$ cat config.mk
export PLATFORM = sky130hd
export DESIGN_NAME = if_fetch_unit_flat
export DESIGN_NICKNAME = d
export VERILOG_FILES = /design/src/rtl/cpu_pkg.sv /design/src/rtl/if_fetch_unit_if.sv /design/src/rtl/if_pc_gen.sv /design/src/rtl/if_fetch_unit.sv /design/src/flat_wrapper.sv
export SDC_FILE = /design/constraint.sdc
export NUM_CORES = 1
export LEC_CHECK = 0
export CORE_MARGIN = 3
export CORE_UTILIZATION = 50
export CTS_BUF_LIST = sky130_fd_sc_hd__clkbuf_4
export DETAILED_ROUTE_END_ITERATION = 10
export GPL_TIMING_DRIVEN = 0
export PLACE_DENSITY = 0.85
export SLEW_MARGIN = 15
export SYNTH_ARGS = -nofsm -noshare
export SYNTH_HDL_FRONTEND = slang
export SYNTH_HIERARCHICAL = 1
export SYNTH_SLANG_ARGS = --single-unit
$ cat constraint.sdc
create_clock -name clk -period 7.25 [get_ports clk]
set_clock_uncertainty 0.15 [all_clocks]
set_input_delay 2.175 -clock clk [delete_from_list [all_inputs] [get_ports clk]]
set_output_delay 2.175 -clock clk [all_outputs]
set_load 0.02 [all_outputs]
$ cat src/rtl/cpu_pkg.sv
// Shared CPU definitions: fetch FSM states, instruction width, PC step,
// and the instruction field positions decoded downstream in IF/ID.
package cpu_pkg;

    localparam int unsigned INSTR_W       = 32;
    localparam logic [31:0] PC_INC        = 32'd4;
    localparam logic [31:0] PC_ALIGN_MASK = 32'hFFFF_FFFC;

    // Instruction field bit positions (consumed by IF/ID, not by fetch)
    localparam int unsigned OPCODE_MSB = 31;
    localparam int unsigned OPCODE_LSB = 28;
    localparam int unsigned COND_MSB   = 27;
    localparam int unsigned COND_LSB   = 26;
    localparam int unsigned F_MSB      = 25;
    localparam int unsigned F_LSB      = 24;
    localparam int unsigned RG_MSB     = 23;
    localparam int unsigned RG_LSB     = 20;
    localparam int unsigned RP_MSB     = 19;
    localparam int unsigned RP_LSB     = 16;
    localparam int unsigned RS_MSB     = 15;
    localparam int unsigned RS_LSB     = 12;
    localparam int unsigned INM_MSB    = 15;
    localparam int unsigned INM_LSB    = 0;
    localparam int unsigned LABEL_MSB  = 23;
    localparam int unsigned LABEL_LSB  = 0;

    typedef enum logic [1:0] {
        ST_FETCH = 2'd0,
        ST_HOLD  = 2'd1,
        ST_DRAIN = 2'd2
    } fetch_state_e;

    // Next sequential address; wraps modulo 2^32
    function automatic logic [31:0] pc_plus4(input logic [31:0] pc);
        return pc + PC_INC;
    endfunction

    // Force word alignment of a jump target
    function automatic logic [31:0] align_pc(input logic [31:0] pc);
        return pc & PC_ALIGN_MASK;
    endfunction

endpackage

$ cat src/rtl/if_fetch_unit_if.sv
// Fetch-stage bus bundle: instruction-memory handshake, decode-side
// control (stall/redirect) and the IF/ID output slot.
interface if_fetch_unit_if;
    import cpu_pkg::*;

    logic               imem_req;
    logic [31:0]        imem_addr;
    logic               imem_ack;
    logic [INSTR_W-1:0] imem_rdata;
    logic               stall;
    logic               redirect;
    logic [31:0]        redirect_pc;
    logic [INSTR_W-1:0] Instruction;
    logic [31:0]        Pcmas4;
    logic               valid;

    modport master (
        output imem_req, imem_addr, Instruction, Pcmas4, valid,
        input  imem_ack, imem_rdata, stall, redirect, redirect_pc
    );

    modport slave (
        input  imem_req, imem_addr, Instruction, Pcmas4, valid,
        output imem_ack, imem_rdata, stall, redirect, redirect_pc
    );

endinterface

$ cat src/rtl/if_pc_gen.sv
// Program counter generator: holds pc (next address to request) and
// addr_q (address currently on the memory bus), the +4 adder and the
// redirect mux. Sequencing decisions come from the fetch FSM.
module if_pc_gen
    import cpu_pkg::*;
#(
    parameter logic [31:0] RESET_PC = 32'h0000_0000
) (
    input  logic        clk,
    input  logic        rst,
    input  logic        i_redirect,
    input  logic [31:0] i_redirect_pc,
    input  logic        i_adv,
    input  logic        i_skid,
    input  logic        i_addr_from_pc,
    input  logic        i_addr_from_tgt,
    output logic [31:0] o_pc,
    output logic [31:0] o_addr_q,
    output logic [31:0] o_addr_plus4
);

    logic [31:0] r_pc;
    logic [31:0] r_addr_q;
    logic [31:0] w_addr_plus4;
    logic [31:0] w_tgt;

    assign w_addr_plus4 = pc_plus4(r_addr_q);
    assign w_tgt        = align_pc(i_redirect_pc);
    assign o_pc         = r_pc;
    assign o_addr_q     = r_addr_q;
    assign o_addr_plus4 = w_addr_plus4;

    // pc / addr_q update: redirect target beats sequential advance
    always_ff @(posedge clk) begin
        if (rst) begin
            r_pc     <= RESET_PC;
            r_addr_q <= RESET_PC;
        end else begin
            if (i_redirect) begin
                r_pc <= w_tgt;
            end else if (i_adv || i_skid) begin
                r_pc <= w_addr_plus4;
            end else begin
                r_pc <= r_pc;
            end

            if (i_addr_from_tgt) begin
                r_addr_q <= w_tgt;
            end else if (i_addr_from_pc) begin
                r_addr_q <= r_pc;
            end else if (i_adv) begin
                r_addr_q <= w_addr_plus4;
            end else begin
                r_addr_q <= r_addr_q;
            end
        end
    end

endmodule

$ cat src/rtl/if_fetch_unit.sv
// Instruction fetch stage feeding REG_IF_ID. Owns the fetch FSM, a
// one-entry skid buffer and the registered output slot.
// Optional build macro: IF_FETCH_STATS_EN adds fetch_count/redirect_count.
module if_fetch_unit
    import cpu_pkg::*;
#(
    parameter logic [31:0] RESET_PC = 32'h0000_0000
) (
    input  logic              clk,
    input  logic              rst,
    if_fetch_unit_if.master   bus
`ifdef IF_FETCH_STATS_EN
    ,
    output logic [31:0]       fetch_count,
    output logic [31:0]       redirect_count
`endif
);

    fetch_state_e       r_state;
    fetch_state_e       w_next_state;
    logic               r_req;
    logic               r_valid;
    logic [INSTR_W-1:0] r_instr;
    logic [31:0]        r_pcmas4;
    logic [INSTR_W-1:0] r_skid_instr;
    logic [31:0]        r_skid_pcmas4;

    logic [31:0] w_pc;
    logic [31:0] w_addr_q;
    logic [31:0] w_addr_plus4;
    logic        w_ack;
    logic        w_slot_free;
    logic        w_consume;
    logic        w_adv;
    logic        w_skid_wr;
    logic        w_addr_from_pc;
    logic        w_addr_from_tgt;
    logic        w_out_ld_mem;
    logic        w_out_ld_skid;
    logic        w_clr_valid;

    // An ack only counts while a request is actually being driven; this
    // makes a late ack arriving right after reset harmless.
    assign w_ack       = bus.imem_ack & r_req;
    assign w_consume   = r_valid & ~bus.stall;
    assign w_slot_free = ~r_valid | ~bus.stall;

    assign bus.imem_req    = r_req;
    assign bus.imem_addr   = w_addr_q;
    assign bus.Instruction = r_instr;
    assign bus.Pcmas4      = r_pcmas4;
    assign bus.valid       = r_valid;

    if_pc_gen #(
        .RESET_PC (RESET_PC)
    ) u_pc_gen (
        .clk             (clk),
        .rst             (rst),
        .i_redirect      (bus.redirect),
        .i_redirect_pc   (bus.redirect_pc),
        .i_adv           (w_adv),
        .i_skid          (w_skid_wr),
        .i_addr_from_pc  (w_addr_from_pc),
        .i_addr_from_tgt (w_addr_from_tgt),
        .o_pc            (w_pc),
        .o_addr_q        (w_addr_q),
        .o_addr_plus4    (w_addr_plus4)
    );

    // State register; the request line is registered from the next state
    always_ff @(posedge clk) begin
        if (rst) begin
            r_state <= ST_FETCH;
            r_req   <= 1'b0;
        end else begin
            r_state <= w_next_state;
            r_req   <= (w_next_state != ST_HOLD);
        end
    end

    // Next-state and datapath control; redirect overrides everything
    always_comb begin
        w_next_state    = r_state;
        w_adv           = 1'b0;
        w_skid_wr       = 1'b0;
        w_addr_from_pc  = 1'b0;
        w_addr_from_tgt = 1'b0;
        w_out_ld_mem    = 1'b0;
        w_out_ld_skid   = 1'b0;
        w_clr_valid     = 1'b0;
        case (r_state)
            ST_FETCH: begin
                if (bus.redirect) begin
                    w_clr_valid = 1'b1;
                    if (w_ack || !r_req) begin
                        // Nothing left outstanding: go straight to target
                        w_addr_from_tgt = 1'b1;
                        w_next_state    = ST_FETCH;
                    end else begin
                        // A request is in flight; wait for its ack first
                        w_next_state = ST_DRAIN;
                    end
                end else if (w_ack) begin
                    if (w_slot_free) begin
                        w_out_ld_mem = 1'b1;
                        w_adv        = 1'b1;
                    end else begin
                        w_skid_wr    = 1'b1;
                        w_next_state = ST_HOLD;
                    end
                end else begin
                    w_next_state = ST_FETCH;
                end
            end
            ST_HOLD: begin
                if (bus.redirect) begin
                    w_clr_valid     = 1'b1;
                    w_addr_from_tgt = 1'b1;
                    w_next_state    = ST_FETCH;
                end else if (!bus.stall) begin
                    w_out_ld_skid  = 1'b1;
                    w_addr_from_pc = 1'b1;
                    w_next_state   = ST_FETCH;
                end else begin
                    w_next_state = ST_HOLD;
                end
            end
            ST_DRAIN: begin
                w_clr_valid = bus.redirect;
                if (w_ack) begin
                    w_next_state = ST_FETCH;
                    if (bus.redirect) begin
                        w_addr_from_tgt = 1'b1;
                    end else begin
                        w_addr_from_pc = 1'b1;
                    end
                end else begin
                    w_next_state = ST_DRAIN;
                end
            end
            default: begin
                w_next_state = ST_FETCH;
            end
        endcase
    end

    // Output slot: flush, load from memory or skid, or retire on consume
    always_ff @(posedge clk) begin
        if (rst) begin
            r_valid  <= 1'b0;
            r_instr  <= {INSTR_W{1'b0}};
            r_pcmas4 <= 32'h0000_0000;
        end else if (w_clr_valid) begin
            r_valid  <= 1'b0;
        end else if (w_out_ld_mem) begin
            r_valid  <= 1'b1;
            r_instr  <= bus.imem_rdata;
            r_pcmas4 <= w_addr_plus4;
        end else if (w_out_ld_skid) begin
            r_valid  <= 1'b1;
            r_instr  <= r_skid_instr;
            r_pcmas4 <= r_skid_pcmas4;
        end else if (w_consume) begin
            r_valid  <= 1'b0;
        end else begin
            r_valid  <= r_valid;
        end
    end

    // Skid buffer captures the one response that arrives while stalled
    always_ff @(posedge clk) begin
        if (rst) begin
            r_skid_instr  <= {INSTR_W{1'b0}};
            r_skid_pcmas4 <= 32'h0000_0000;
        end else if (w_skid_wr) begin
            r_skid_instr  <= bus.imem_rdata;
            r_skid_pcmas4 <= w_addr_plus4;
        end else begin
            r_skid_instr  <= r_skid_instr;
            r_skid_pcmas4 <= r_skid_pcmas4;
        end
    end

`ifdef IF_FETCH_STATS_EN
    logic [31:0] r_fetch_count;
    logic [31:0] r_redirect_count;

    assign fetch_count    = r_fetch_count;
    assign redirect_count = r_redirect_count;

    // Event counters: output-slot loads and redirect cycles
    always_ff @(posedge clk) begin
        if (rst) begin
            r_fetch_count    <= 32'h0000_0000;
            r_redirect_count <= 32'h0000_0000;
        end else begin
            if (w_out_ld_mem || w_out_ld_skid) begin
                r_fetch_count <= r_fetch_count + 32'd1;
            end else begin
                r_fetch_count <= r_fetch_count;
            end
            if (bus.redirect) begin
                r_redirect_count <= r_redirect_count + 32'd1;
            end else begin
                r_redirect_count <= r_redirect_count;
            end
        end
    end
`endif

endmodule
$ cat src/flat_wrapper.sv
// flat-port wrapper written by rule: the top's interface ports become plain ports
module if_fetch_unit_flat import cpu_pkg::*;
#(
    parameter logic [31:0] RESET_PC = 32'h0000_0000
)
  (clk, rst, bus_imem_req, bus_imem_addr, bus_Instruction, bus_Pcmas4, bus_valid, bus_imem_ack, bus_imem_rdata, bus_stall, bus_redirect, bus_redirect_pc);
  if_fetch_unit_if bus_i ();
  input  logic clk;
  input  logic rst;
  output wire logic [$bits(bus_i.imem_req)-1:0] bus_imem_req;
  output wire logic [$bits(bus_i.imem_addr)-1:0] bus_imem_addr;
  output wire logic [$bits(bus_i.Instruction)-1:0] bus_Instruction;
  output wire logic [$bits(bus_i.Pcmas4)-1:0] bus_Pcmas4;
  output wire logic [$bits(bus_i.valid)-1:0] bus_valid;
  input wire logic [$bits(bus_i.imem_ack)-1:0] bus_imem_ack;
  input wire logic [$bits(bus_i.imem_rdata)-1:0] bus_imem_rdata;
  input wire logic [$bits(bus_i.stall)-1:0] bus_stall;
  input wire logic [$bits(bus_i.redirect)-1:0] bus_redirect;
  input wire logic [$bits(bus_i.redirect_pc)-1:0] bus_redirect_pc;
  assign bus_imem_req = bus_i.imem_req;
  assign bus_imem_addr = bus_i.imem_addr;
  assign bus_Instruction = bus_i.Instruction;
  assign bus_Pcmas4 = bus_i.Pcmas4;
  assign bus_valid = bus_i.valid;
  assign bus_i.imem_ack = bus_imem_ack;
  assign bus_i.imem_rdata = bus_imem_rdata;
  assign bus_i.stall = bus_stall;
  assign bus_i.redirect = bus_redirect;
  assign bus_i.redirect_pc = bus_redirect_pc;
  if_fetch_unit #(.RESET_PC(RESET_PC)) u_core (.clk(clk), .rst(rst), .bus(bus_i));
endmodule
==> PnR_summary.wiki, run 1 <==
{| class="wikitable"
! Metric !! Value
|-
| Outcome || completed
|-
| Number of instances in the synthesized netlist || between 1000 and 1500
|-
| Std-Cell Rows || 50
|-
| Number of nets still failing antenna checks after routing || 0
|-
| Maximum number of buffers from clock root to sink || 2
|-
| Clock tree from TritonCTS || yes
|-
| Slowest cell on crit path || sky130_fd_sc_hd__nor3_2
|-
| Max Clock Freq || ~0.2 GHz
|-
| Detailed-route vias per instance || slightly below 6
|-
| Cell taking the most area after synthesis || sky130_fd_sc_hd__dfxtp_1
|-
| Static Leak || between 0.004 and 0.005 uW
|-
| Fraction of synthesized cell area taken by the top area cell type || between 30% and 40%
|-
| Launch point of the critical path || bus_redirect
|-
| Layout net count || ~1500
|-
| Clk network pwr share || between 20% and 30%
|-
| Switching power summed over all nets || roughly 670 uW
|-
| Total gr overflow || 0
|-
| DR iter-0 viols || approximately 1100
|-
| Setup repair after global routing missed its margin || false
|-
| Kind of cell adding the most delay to the critical path || buffers and inverters
|-
| Gate power share || roughly a fifth
|-
| Hold/Removal Path Class || reg -> reg
|-
| Root Buffer Master || sky130_fd_sc_hd__clkbuf_4
|-
| Reg2reg start || u_core/r_state[0]$_SDFF_PP0_
|-
| Overall die area || 21490 um^2
|-
| Max_slew headroom || ~28%
|-
| Total of warnings raised by yosys || 6
|-
| Critical Path AT || ~5.5 ns
|-
| Die width || around 150 um
|-
| Post-synth ARST share || 0%
|-
| Cts bufs inserted || 17
|-
| Final setup violation count || 0
|-
| Tot GR Track Use || around 28%
|-
| Number of input and output port buffers inserted || 164
|-
| Place WS || around 1.7 ns
|-
| Initial Util || approximately half
|-
| Max Cap Viol || 0
|-
| First-pass iteration count of the detailed router || 6
|-
| Final period demand of the worst path || ~5 ns
|-
| Total power || roughly 2200 uW
|-
| Total negative setup slack || 0 ns
|-
| Routed WL per cell || about 18 um
|-
| Pins Over Slew Limit || 0
|-
| CP endpoint kind || flop
|-
| Number of enable-type register cells in the synthesized netlist || 0
|-
| Actual transition at the worst max-transition pin || 1.067 ns
|-
| Design internal power || roughly 1600 uW
|-
| Total number of H-tree levels || 4
|-
| Routed wire length || 30950 um
|-
| VDD IR-drop max || about 0.09 mV
|-
| Die extent in y || ~150 um
|-
| Hold path start || u_core/r_skid_instr[6]$_SDFFE_PP0P_
|-
| IO Pins || roughly 170
|-
| Synth Cell Area || a little under 10000 um^2
|-
| Synth Flop Type || sky130_fd_sc_hd__dfxtp_1
|-
| Count of buffer and inverter cells on the critical path || 5
|-
| Min setup slack post-route || approximately 2.2 ns
|-
| Detailed-route DRC error count || 0
|-
| Mapped Nets || approximately 1300
|-
| Num Clock Sinks || around 200
|-
| Antenna violations before repair || 1
|-
| # resized after CTS || 0
|-
| Sequential share of power || a little over half
|-
| Register bit total from synthesis || 196
|-
| Most area-consuming cells after synthesis || sky130_fd_sc_hd__dfxtp_1, sky130_fd_sc_hd__nand2_1, sky130_fd_sc_hd__a311oi_2
|-
| Vias in the first global route || 9200
|-
| WS Path Type || in -> reg
|-
| WP data required || ~7.7 ns
|-
| Largest net degree at the start of global routing || 17
|-
| Synth unique cells || between 70 and 80
|-
| Vias after detailed routing || slightly below 10000
|-
| Final estimated routing congestion in global placement || approximately 1
|-
| DPL Wire Length || 22770 um
|-
| Maximum cell stage delay along the critical path || ~0.95 ns
|-
| Sequential area share after synthesis || approximately 40%
|-
| Clock-pin slew on the worst setup and hold paths || ~0.15 ns
|-
| Growth of design area from synthesis to finish || 23.01%
|-
| Highest fanout seen on the critical path || 10
|-
| Core footprint || around 19000 um^2
|-
| Crit-path most repeated cell || sky130_fd_sc_hd__clkbuf_1
|-
| Cell Chain, Critical Path || clkdlybuf4s50_1 > and4b_1 > nand2_1 > inv_2 > buf_2 > clkbuf_1 > clkbuf_1 > nor3_2 > a22oi_1 > o21ai_0 > a21o_1
|-
| Setup repair bufs after CTS || 0
|-
| P per Cell Area || between 150 and 200 nW/um^2
|-
| Tcrit/Tclk final || ~70%
|-
| Final-report hold violation count || 0
|-
| Avg Inst Size Synth || slightly above 8 um^2
|-
| Share of total power consumed by net switching || a little under a third
|-
| Layout cell share with drive strength beyond 1 || 12.65%
|-
| Post-cts hold buffer count || 0
|-
| Clock latency reported for the late side of the worst-skew pair || about 0.6 ns
|-
| Global-route wire length before repair || ~48000 um
|-
| Kind of start point of the critical path || primary input
|}
==> sequential cells by signal (all words and copies together), names as in the netlist, named ones only <==
signal / flops
u_core/bus.Instruction: 32
u_core/bus.Pcmas4: 32
u_core/bus.imem_req: 1
u_core/bus.valid: 1
u_core/r_skid_instr: 32
u_core/r_skid_pcmas4: 32
u_core/r_state: 2
u_core/u_pc_gen/o_addr_q: 30
u_core/u_pc_gen/o_pc: 32
==> kinds of logic after synthesis <==
group	count (synthesis)	synth area share, %
AO/OA/AOI/OAI	291	22.91
XOR/XNOR	37	3.278
adder cells (fa/ha/maj)	5	0.6328
buffers and inverters	132	6.746
flip-flops	196	39.69
multiplexers	7	0.7341
AND/OR/NAND/NOR	559	26.01
==> power by group through the flow <==
stage                     combinational [uW]  sequential [uW]  clock [uW]
after global placement                   422             1190           0
after global routing                     464             1170         666
after detailed placement                 429             1190           0
final                                    440             1160         619
after CTS                                431             1160         627
after floorplan                          207             1220           0
==> path summary, 6_finish.rpt <==
check,end,slack (ns),cells past startpoint
min,u_core/r_skid_instr[6]$_SDFFE_PP0P_,0.31,2
max,u_core/u_pc_gen/o_addr_q[18]$_SDFFE_PP0P_,2.17,11
min reg2reg,u_core/r_skid_instr[6]$_SDFFE_PP0P_,0.31,2
max reg2reg,u_core/u_pc_gen/o_addr_q[18]$_SDFFE_PP0P_,3.77,12
==> cell type report <==
type,count,area [um^2]
clock buffers,19,142.6
repair buffers,164,1642
well taps,260,325.3
flip-flops and latches,196,3924
multi-input cells,899,5295
inverters,24,90.09
plain buffers,108,576.8
fillers,1612,6920
clock inverters,13,160.2
diodes,2,5.005
==> worst reg2reg max path, delay by kind of cell, from the launching register on <==
kind / cells / cell delay, ns
AO/OA/AOI/OAI: 3 / 0.45
adder cells (fa/ha/maj): 1 / 0.24
buffers and inverters: 5 / 0.95
flip-flops: 1 / 0.39
AND/OR/NAND/NOR: 3 / 1.28
==> cells in the final DEF, fill, tap and decap left out, types with 6 or more instances in the layout <==
cell,count
sky130_fd_sc_hd__nand2_1,315
sky130_fd_sc_hd__dfxtp_1,196
sky130_fd_sc_hd__clkdlybuf4s50_1,164
sky130_fd_sc_hd__a21oi_1,131
sky130_fd_sc_hd__nor2_1,112
sky130_fd_sc_hd__a311oi_2,56
sky130_fd_sc_hd__clkbuf_1,45
sky130_fd_sc_hd__buf_2,33
sky130_fd_sc_hd__inv_1,23
sky130_fd_sc_hd__o21ai_0,23
sky130_fd_sc_hd__nand3_1,21
sky130_fd_sc_hd__xnor2_1,20
sky130_fd_sc_hd__clkbuf_4,19
sky130_fd_sc_hd__buf_4,18
sky130_fd_sc_hd__and3_1,18
sky130_fd_sc_hd__nor3_1,17
sky130_fd_sc_hd__xor2_1,17
sky130_fd_sc_hd__nand4_1,10
sky130_fd_sc_hd__nor2b_1,10
sky130_fd_sc_hd__o22ai_1,9
sky130_fd_sc_hd__o2bb2ai_1,9
sky130_fd_sc_hd__nor3b_1,8
sky130_fd_sc_hd__buf_6,8
sky130_fd_sc_hd__a311oi_1,8
sky130_fd_sc_hd__or2_2,7
sky130_fd_sc_hd__a31oi_1,6
==> cell usage after synthesis, types with 8 or more instances <==
cell                        count
sky130_fd_sc_hd__nor3b_1        8
sky130_fd_sc_hd__clkbuf_1      45
sky130_fd_sc_hd__o22ai_1        9
sky130_fd_sc_hd__dfxtp_1      196
sky130_fd_sc_hd__nor3_1        17
sky130_fd_sc_hd__nand2_1      315
sky130_fd_sc_hd__and3_1        18
sky130_fd_sc_hd__xor2_1        17
sky130_fd_sc_hd__nor2b_1       10
sky130_fd_sc_hd__nand4_1       10
sky130_fd_sc_hd__o21ai_0       23
sky130_fd_sc_hd__nand3_1       21
sky130_fd_sc_hd__xnor2_1       20
sky130_fd_sc_hd__a311oi_2      56
sky130_fd_sc_hd__a311oi_1       8
sky130_fd_sc_hd__a21oi_1      131
sky130_fd_sc_hd__inv_1         23
sky130_fd_sc_hd__buf_6          8
sky130_fd_sc_hd__buf_4         18
sky130_fd_sc_hd__buf_2         33
sky130_fd_sc_hd__o2bb2ai_1      9
sky130_fd_sc_hd__nor2_1       112
==> per-stage QoR <==
step	instances	util (%)	cell area (um^2)	hold WS, ns
6_report	1685	63.73	12160	0.3142
5_1_grt	1685	63.73	12160	0.3316
4_1_cts	1683	63.70	12160	0.3157
3_5_place_dp	1651	62.12	11850	0.2965
3_3_place_gp	1651	62.12	11850	0.2878
2_1_floorplan	1227	-	9886	0.2815
==> metal layers <==
layer | global-route usage [%] | wire (um)
met1 | 36.77 | 12480
met2 | 44.30 | 14010
met3 | 5.618 | 3355
met5 | 0 | 0
met4 | 11.43 | 1101
(Power assumes the default switching activity.)
==> run 2, diff against run 1 <==
clock period = 5.25 ns   (was 7.25 ns; I/O delays follow)
==> results of run 2 <==
The final DEF is identical to that of run 1. Status: completed.
Among the figures that moved: setup slack after placement 1.717 ns -> 0.3166 ns; setup slack after layout 2.166 ns -> 0.7659 ns; register-to-register setup slack 3.77 ns -> 1.77 ns; total power 2223 uW -> 3070 uW; worst IR drop on VDD 0.09204 mV -> 0.1271 mV
